==> src/rtl/kt_seq_pkg.sv <==
// Shared types and command constants for the Knight's Tour sequencer.
package kt_seq_pkg;

  typedef enum logic [3:0] {
    S_IDLE      = 4'd0,
    S_CAL_SEND  = 4'd1,
    S_CAL_WSNT  = 4'd2,
    S_CAL_WRSP  = 4'd3,
    S_TOUR_SEND = 4'd4,
    S_TOUR_WSNT = 4'd5,
    S_TOUR_WRSP = 4'd6,
    S_ADVANCE   = 4'd7,
    S_DONE      = 4'd8
  } seq_state_t;

  typedef enum logic [2:0] {
    FAIL_NONE      = 3'd0,
    FAIL_SNT_TO    = 3'd1,
    FAIL_CAL_TO    = 3'd2,
    FAIL_TOUR_TO   = 3'd3,
    FAIL_BAD_ACK   = 3'd4,
    FAIL_BAD_COORD = 3'd5
  } fail_code_t;

  localparam logic [15:0] CMD_CAL     = 16'h2000;
  localparam logic [3:0]  CMD_TOUR_OP = 4'h6;
  localparam logic [7:0]  POS_ACK     = 8'hA5;

endpackage

==> src/rtl/kt_seq_timer.sv <==
// Clear/enable up-counter; expired flags the last allowed cycle before a timeout.
module kt_seq_timer #(
  parameter int W = 8
) (
  input  logic         clk,
  input  logic         rst,
  input  logic         clear,
  input  logic         en,
  input  logic [W-1:0] limit,
  output logic         expired
);

  localparam logic [W-1:0] ONE = W'(1);

  logic [W-1:0] count;

  always_ff @(posedge clk or posedge rst) begin
    if (rst) begin
      count <= '0;
    end else if (clear) begin
      count <= '0;
    end else if (en) begin
      count <= count + ONE;
    end
  end

  assign expired = en && (count == limit - ONE);

endmodule

==> src/rtl/kt_tour_sequencer.sv <==
// Drives RemoteComm through a gyro calibration and then one or every Knight's Tour start square.
module kt_tour_sequencer
  import kt_seq_pkg::*;
#(
  parameter int BOARD_DIM    = 5,
  parameter int SNT_TIMEOUT  = 100000,
  parameter int CAL_TIMEOUT  = 1000000,
  parameter int TOUR_TIMEOUT = 60000000
) (
  input  logic        clk,
  input  logic        rst,
  input  logic        start,
  input  logic        abort,
  input  logic        sweep,
  input  logic [3:0]  start_x,
  input  logic [3:0]  start_y,
  output logic [15:0] cmd,
  output logic        snd_cmd,
  input  logic        cmd_snt,
  input  logic        resp_rdy,
  input  logic [7:0]  resp,
  output logic        busy,
  output logic        done,
  output logic        pass,
  output logic [2:0]  fail_code,
  output logic [3:0]  cur_x,
  output logic [3:0]  cur_y,
  output logic [7:0]  tours_ok
);

  localparam int TW = $clog2(TOUR_TIMEOUT + 1);
  localparam logic [TW-1:0] SNT_LIM  = TW'(SNT_TIMEOUT);
  localparam logic [TW-1:0] CAL_LIM  = TW'(CAL_TIMEOUT);
  localparam logic [TW-1:0] TOUR_LIM = TW'(TOUR_TIMEOUT);
  localparam logic [3:0]    LAST     = 4'(BOARD_DIM - 1);

  seq_state_t state, nxt;
  fail_code_t fail_q, fail_val;
  logic       fail_set;
  logic       sweep_q;
  logic       waiting, expired, timer_clr, begin_seq;
  logic [TW-1:0] limit;
  logic [3:0] adv_x, adv_y;

  assign waiting   = (state == S_CAL_WSNT) || (state == S_CAL_WRSP) ||
                     (state == S_TOUR_WSNT) || (state == S_TOUR_WRSP);
  assign timer_clr = !waiting || (nxt != state);
  assign begin_seq = !abort && start && ((state == S_IDLE) || (state == S_DONE));

  always_comb begin
    case (state)
      S_CAL_WRSP:  limit = CAL_LIM;
      S_TOUR_WRSP: limit = TOUR_LIM;
      default:     limit = SNT_LIM;
    endcase
  end

  kt_seq_timer #(.W(TW)) u_timer (
    .clk     (clk),
    .rst     (rst),
    .clear   (timer_clr),
    .en      (waiting),
    .limit   (limit),
    .expired (expired)
  );

  // Sweep order: y runs fastest, wrapping into the next x column.
  always_comb begin
    if (cur_y == LAST) begin
      adv_x = cur_x + 4'd1;
      adv_y = 4'd0;
    end else begin
      adv_x = cur_x;
      adv_y = cur_y + 4'd1;
    end
  end

  // Qualifying events are tested before expired, so an event on the last cycle wins.
  always_comb begin
    nxt      = state;
    fail_set = 1'b0;
    fail_val = FAIL_NONE;
    if (abort) begin
      nxt = S_IDLE;
    end else begin
      case (state)
        S_IDLE, S_DONE: begin
          if (start) begin
            if (!sweep && ((start_x > LAST) || (start_y > LAST))) begin
              nxt      = S_DONE;
              fail_set = 1'b1;
              fail_val = FAIL_BAD_COORD;
            end else begin
              nxt = S_CAL_SEND;
            end
          end
        end
        S_CAL_SEND:  nxt = S_CAL_WSNT;
        S_TOUR_SEND: nxt = S_TOUR_WSNT;
        S_CAL_WSNT, S_TOUR_WSNT: begin
          if (cmd_snt) begin
            nxt = (state == S_CAL_WSNT) ? S_CAL_WRSP : S_TOUR_WRSP;
          end else if (expired) begin
            nxt      = S_DONE;
            fail_set = 1'b1;
            fail_val = FAIL_SNT_TO;
          end
        end
        S_CAL_WRSP, S_TOUR_WRSP: begin
          if (resp_rdy) begin
            if (resp == POS_ACK) begin
              nxt = (state == S_CAL_WRSP) ? S_TOUR_SEND : S_ADVANCE;
            end else begin
              nxt      = S_DONE;
              fail_set = 1'b1;
              fail_val = FAIL_BAD_ACK;
            end
          end else if (expired) begin
            nxt      = S_DONE;
            fail_set = 1'b1;
            fail_val = (state == S_CAL_WRSP) ? FAIL_CAL_TO : FAIL_TOUR_TO;
          end
        end
        S_ADVANCE: begin
          if (!sweep_q || ((cur_x == LAST) && (cur_y == LAST))) begin
            nxt = S_DONE;
          end else begin
            nxt = S_TOUR_SEND;
          end
        end
        default: nxt = S_IDLE;
      endcase
    end
  end

  always_ff @(posedge clk or posedge rst) begin
    if (rst) begin
      state    <= S_IDLE;
      fail_q   <= FAIL_NONE;
      sweep_q  <= 1'b0;
      cur_x    <= 4'd0;
      cur_y    <= 4'd0;
      tours_ok <= 8'd0;
      cmd      <= 16'h0000;
    end else begin
      state <= nxt;
      if (begin_seq) begin
        fail_q   <= fail_val;
        tours_ok <= 8'd0;
        sweep_q  <= sweep;
        cur_x    <= sweep ? 4'd0 : start_x;
        cur_y    <= sweep ? 4'd0 : start_y;
      end else if (fail_set) begin
        fail_q <= fail_val;
      end
      if ((state == S_TOUR_WRSP) && (nxt == S_ADVANCE) && (tours_ok != 8'hFF)) begin
        tours_ok <= tours_ok + 8'd1;
      end
      if ((state == S_ADVANCE) && (nxt == S_TOUR_SEND)) begin
        cur_x <= adv_x;
        cur_y <= adv_y;
      end
      if (nxt == S_CAL_SEND) begin
        cmd <= CMD_CAL;
      end else if (nxt == S_TOUR_SEND) begin
        cmd <= (state == S_ADVANCE) ? {CMD_TOUR_OP, 4'h0, adv_x, adv_y}
                                    : {CMD_TOUR_OP, 4'h0, cur_x, cur_y};
      end
    end
  end

  assign snd_cmd   = ((state == S_CAL_SEND) || (state == S_TOUR_SEND)) && !abort;
  assign busy      = (state != S_IDLE) && (state != S_DONE);
  assign done      = (state == S_DONE);
  assign pass      = done && (fail_q == FAIL_NONE);
  assign fail_code = fail_q;

endmodule

==> config.mk <==
export PLATFORM = sky130hd
export DESIGN_NAME = kt_tour_sequencer
export DESIGN_NICKNAME = d
export VERILOG_FILES = /design/src/rtl/kt_seq_pkg.sv /design/src/rtl/kt_seq_timer.sv /design/src/rtl/kt_tour_sequencer.sv
export SDC_FILE = /design/constraint.sdc
export NUM_CORES = 1
export LEC_CHECK = 0
export CORE_AREA = 2 2 84 86
export DETAILED_ROUTE_END_ITERATION = 8
export DIE_AREA = 0 0 86 88
export DONT_BUFFER_PORTS = 1
export GPL_ROUTABILITY_DRIVEN = 0
export GPL_TIMING_DRIVEN = 0
export PLACE_DENSITY = 0.82
export SLEW_MARGIN = 20
export SYNTH_ARGS = -nofsm -noshare
export SYNTH_HDL_FRONTEND = slang
export SYNTH_SLANG_ARGS = --single-unit
==> constraint.sdc <==
create_clock -name clk -period 2.9 [get_ports clk]
set_input_delay 0.29 -clock clk [delete_from_list [all_inputs] [get_ports clk]]
set_output_delay 0.29 -clock clk [all_outputs]
set_load 0.05 [all_outputs]
==> out/metrics.cfg <==
[run_status]
status=complete, but fails checks
violations=setup timing

[global_routing]
grt_max_degree=34
grt_pass1_wl_um=14600
grt_pass1_vias=3113
antenna_found_initial=0
grt_util_all_layers_pct=24.4
grt_overflow=0

[finish]
final_nets=464
fin_util_pct=65.0
antennaDiodeCount=0
drive_gt1_share_pct=21.0
fillers=496
syn2layout_area_growth_pct=15.4

[sta]
grt_setup_unrepaired=yes
fmax_mhz=341
postLayoutSetupSlackWorst_ns=-0.0340
post-route-min-period_ns=2.93
final.setup.tns_ns=-0.0505
fin_crit_sh_pct=101
slew_headroom_pct=49.6
drv_slew=0
skew_ns=0.0131
tightestPinTransition_ns=0.750
setup_viol=2
hold_viol=0

[worst_setup_path]
cp.required_ns=3.13
critPathLaunchType=flip-flop
setup.worst_path.end_class=flip-flop
cp_max_fo=8
worstPathArrival_ns=3.16
critPathKind=flip-flop to flip-flop

[synthesis]
synth_area_per_cell_um2=9.24
synth_seq_cells=60
synthArstFlopShare_pct=100
synth_top_cell_by_area=dfrtp_1
ys_types=69
synth_edf_count=0
synth_seq_area_share_pct=40.1
yosys_warnings=0
synth.top_cells.by_area=dfrtp_1 40%, nor2_1 4.7%, xor2_1 4.0%
yosysTopAreaCellShare_pct=40.1
ys.flop_type=dfrtp_1
synthCells=405
syn_area_um2=3740

[power_and_ir_drop]
internal-power_w=0.00157
powerDensity_nw_per_um2=622
clkPwrFrac_pct=25.5
p_seq_share_pct=48.7
switching_share_pct=41.5
power_frac_comb_pct=25.8
p_total_w=0.00269
p_sw_w=0.00112
p_leak_nw=1.77
vdd_ir_drop_max_uv=235

[routing]
vias=3303
drtIter0Drc=404
viasPerCell=6.36
dr.pass1.iters=6
ant_nets=0
drcViolationCount=0
drt-total-wl_um=9270
wl_per_cell_um=17.9

[floorplan]
io_pins=62
coreArea_um2=6640
start_util_pct=56.3
fp.dieH_um=88
die_x_um=86
die_area_um2=7570
row_count=30

[placement]
io_buffer_count=0
dp_slack_ns=-0.246
hpwl_um=6330

[clock_tree]
clkSlewWorstSetupHoldPaths_ns=0.07
root_buffer=clkbuf_8
cts_buffers=9
cts_tree=built
clock_path_buffers=2
cts.sinks=60
worst_skew_pair.late_latency_ns=0.35
htreeDepth=3

[flow_run]
timing.max_cap.violations=0

[worst_hold_path]
hold_path.class=input port to flip-flop

-- cell usage in the layout (no fill, tap or decap), types with 5 or more instances in the layout --
cell type	netlist	layout
nand2_1	30	28
nor3b_1	6	6
buf_4	7	19
nand4_1	13	13
ha_1	6	5
and3_1	8	8
dfrtp_1	60	57
nor2b_1	5	5
clkbuf_8	0	12
o31ai_1	7	6
o21ai_0	5	5
inv_1	15	12
clkbuf_1	4	5
nor3_1	6	5
conb_1	1	6
o21ai_1	10	10
a21oi_1	14	12
xnor2_1	15	14
xor2_1	17	17
a221o_1	6	6
nor2_2	11	11
nor2_1	47	46
nand3_1	21	21
-- flip-flops by register name (all words and copies together) (netlist names) --
signal         flops
u_timer.count     26
sweep_q            1
cmd               10
cur_y              4
fail_code          3
state              4
tours_ok           8
cur_x              4
-- final timing paths --
path | start | end | slack, ns | cells after the start
hold reg to reg | u_timer.count[0] | u_timer.count[0] | 0.49 | 1
min in group asynchronous | rst | tours_ok[1] | 0.40 | 2
setup reg to reg | cur_y[0] | cmd[7] | -0.03 | 11
max in group asynchronous | rst | u_timer.count[7] | 2.00 | 3
hold / removal | start_y[2] | cur_y[2] | 0.08 | 1
setup / recovery | cur_y[0] | cmd[7] | -0.03 | 11
-- cell usage after synthesis, types with 3 or more instances --
master / n
inv_1: 15
nor4bb_1: 3
nor3_1: 6
nor2b_1: 5
dfrtp_1: 60
a221o_1: 6
nand4_1: 13
o31ai_1: 7
mux2i_1: 3
buf_4: 7
clkbuf_1: 4
a21o_1: 3
and3_1: 8
a21oi_1: 14
and2_1: 4
o21ai_1: 10
or3_1: 3
or3b_1: 4
nor2_2: 11
ha_1: 6
nand2b_1: 4
nor3b_1: 6
nor2_1: 47
nand2_1: 30
xnor2_1: 15
nand3_1: 21
a2111oi_4: 3
xor2_1: 17
o21ai_0: 5
o211ai_1: 4
buf_2: 5
a32oi_1: 3
or2_2: 4
nor4_1: 3
o2bb2ai_1: 3
-- power by group through the flow --
stage | clock network, W | logic [W] | registers [W]
after floorplan | 0 | 0.000482 | 0.00128
after global placement | 0 | 0.000559 | 0.00131
after detailed placement | 0 | 0.000586 | 0.00131
after CTS | 0.000696 | 0.000638 | 0.00130
after global routing | 0.000735 | 0.000751 | 0.00133
final | 0.000685 | 0.000693 | 0.00131
-- timing repair --
item,CTS,global route
hold buffers,1,0
gates resized for setup,12,20
pin swaps,9,11
setup buffers,7,5
cloned,0,0
setup endpoints to repair,36,44
endpoints found under the hold margin,27,0
-- kinds of logic (layout without fill, tap and decap cells) --
group,after synthesis,in the layout,share of synthesized area [%]
AND/OR/NAND/NOR,184,184,26.4
AO/OA/AOI/OAI,82,82,17.7
flip-flops,60,60,40.1
buffers and inverters,36,65,4.88
XOR/XNOR,33,33,7.92
adder cells (fa/ha/maj),6,6,2.01
multiplexers,3,3,0.802
other,1,6,0.100
-- metrics by stage --
step | hold WS (ns) | cells | area [um2]
after floorplan | 0.395 | 410 | 3760
after global placement | 0.404 | 490 | 3860
after detailed placement | 0.168 | 492 | 3910
after CTS | 0.0657 | 515 | 4210
after global routing | 0.0833 | 519 | 4320
final | 0.0828 | 519 | 4320
-- critical path, cell delays in order, from the launching register on --
cell and delay, ns:
dfrtp_4 0.60, inv_4 0.09, ha_4 0.12, and3b_2 0.21, nand4b_1 0.14, a32o_2 0.34
or3_4 0.39, a21o_4 0.25, xnor2_2 0.14, nand2_2 0.14, buf_12 0.16, a22o_1 0.21
-- area by class of cell --
class / count / area [um2] / area share [%]
tap: 80 / 100 / 2.32
inverter: 16 / 65.1 / 1.51
sequential: 60 / 1510 / 34.9
buffer: 19 / 118 / 2.72
clock buffer: 13 / 169 / 3.91
timing repair buffer: 15 / 140 / 3.24
multi-input combinational: 314 / 2210 / 51.2
clock inverter: 2 / 10.0 / 0.232
-- metal layers --
layer	up-vias	share of wire, %	track usage [%]
met1	1607	42	30.7
met2	149	47	38.5
met4	0	3.6	12.3
li1	1510	-	-
met5	-	0	0
met3	37	6.7	7.07
(Power assumes the default switching activity.)
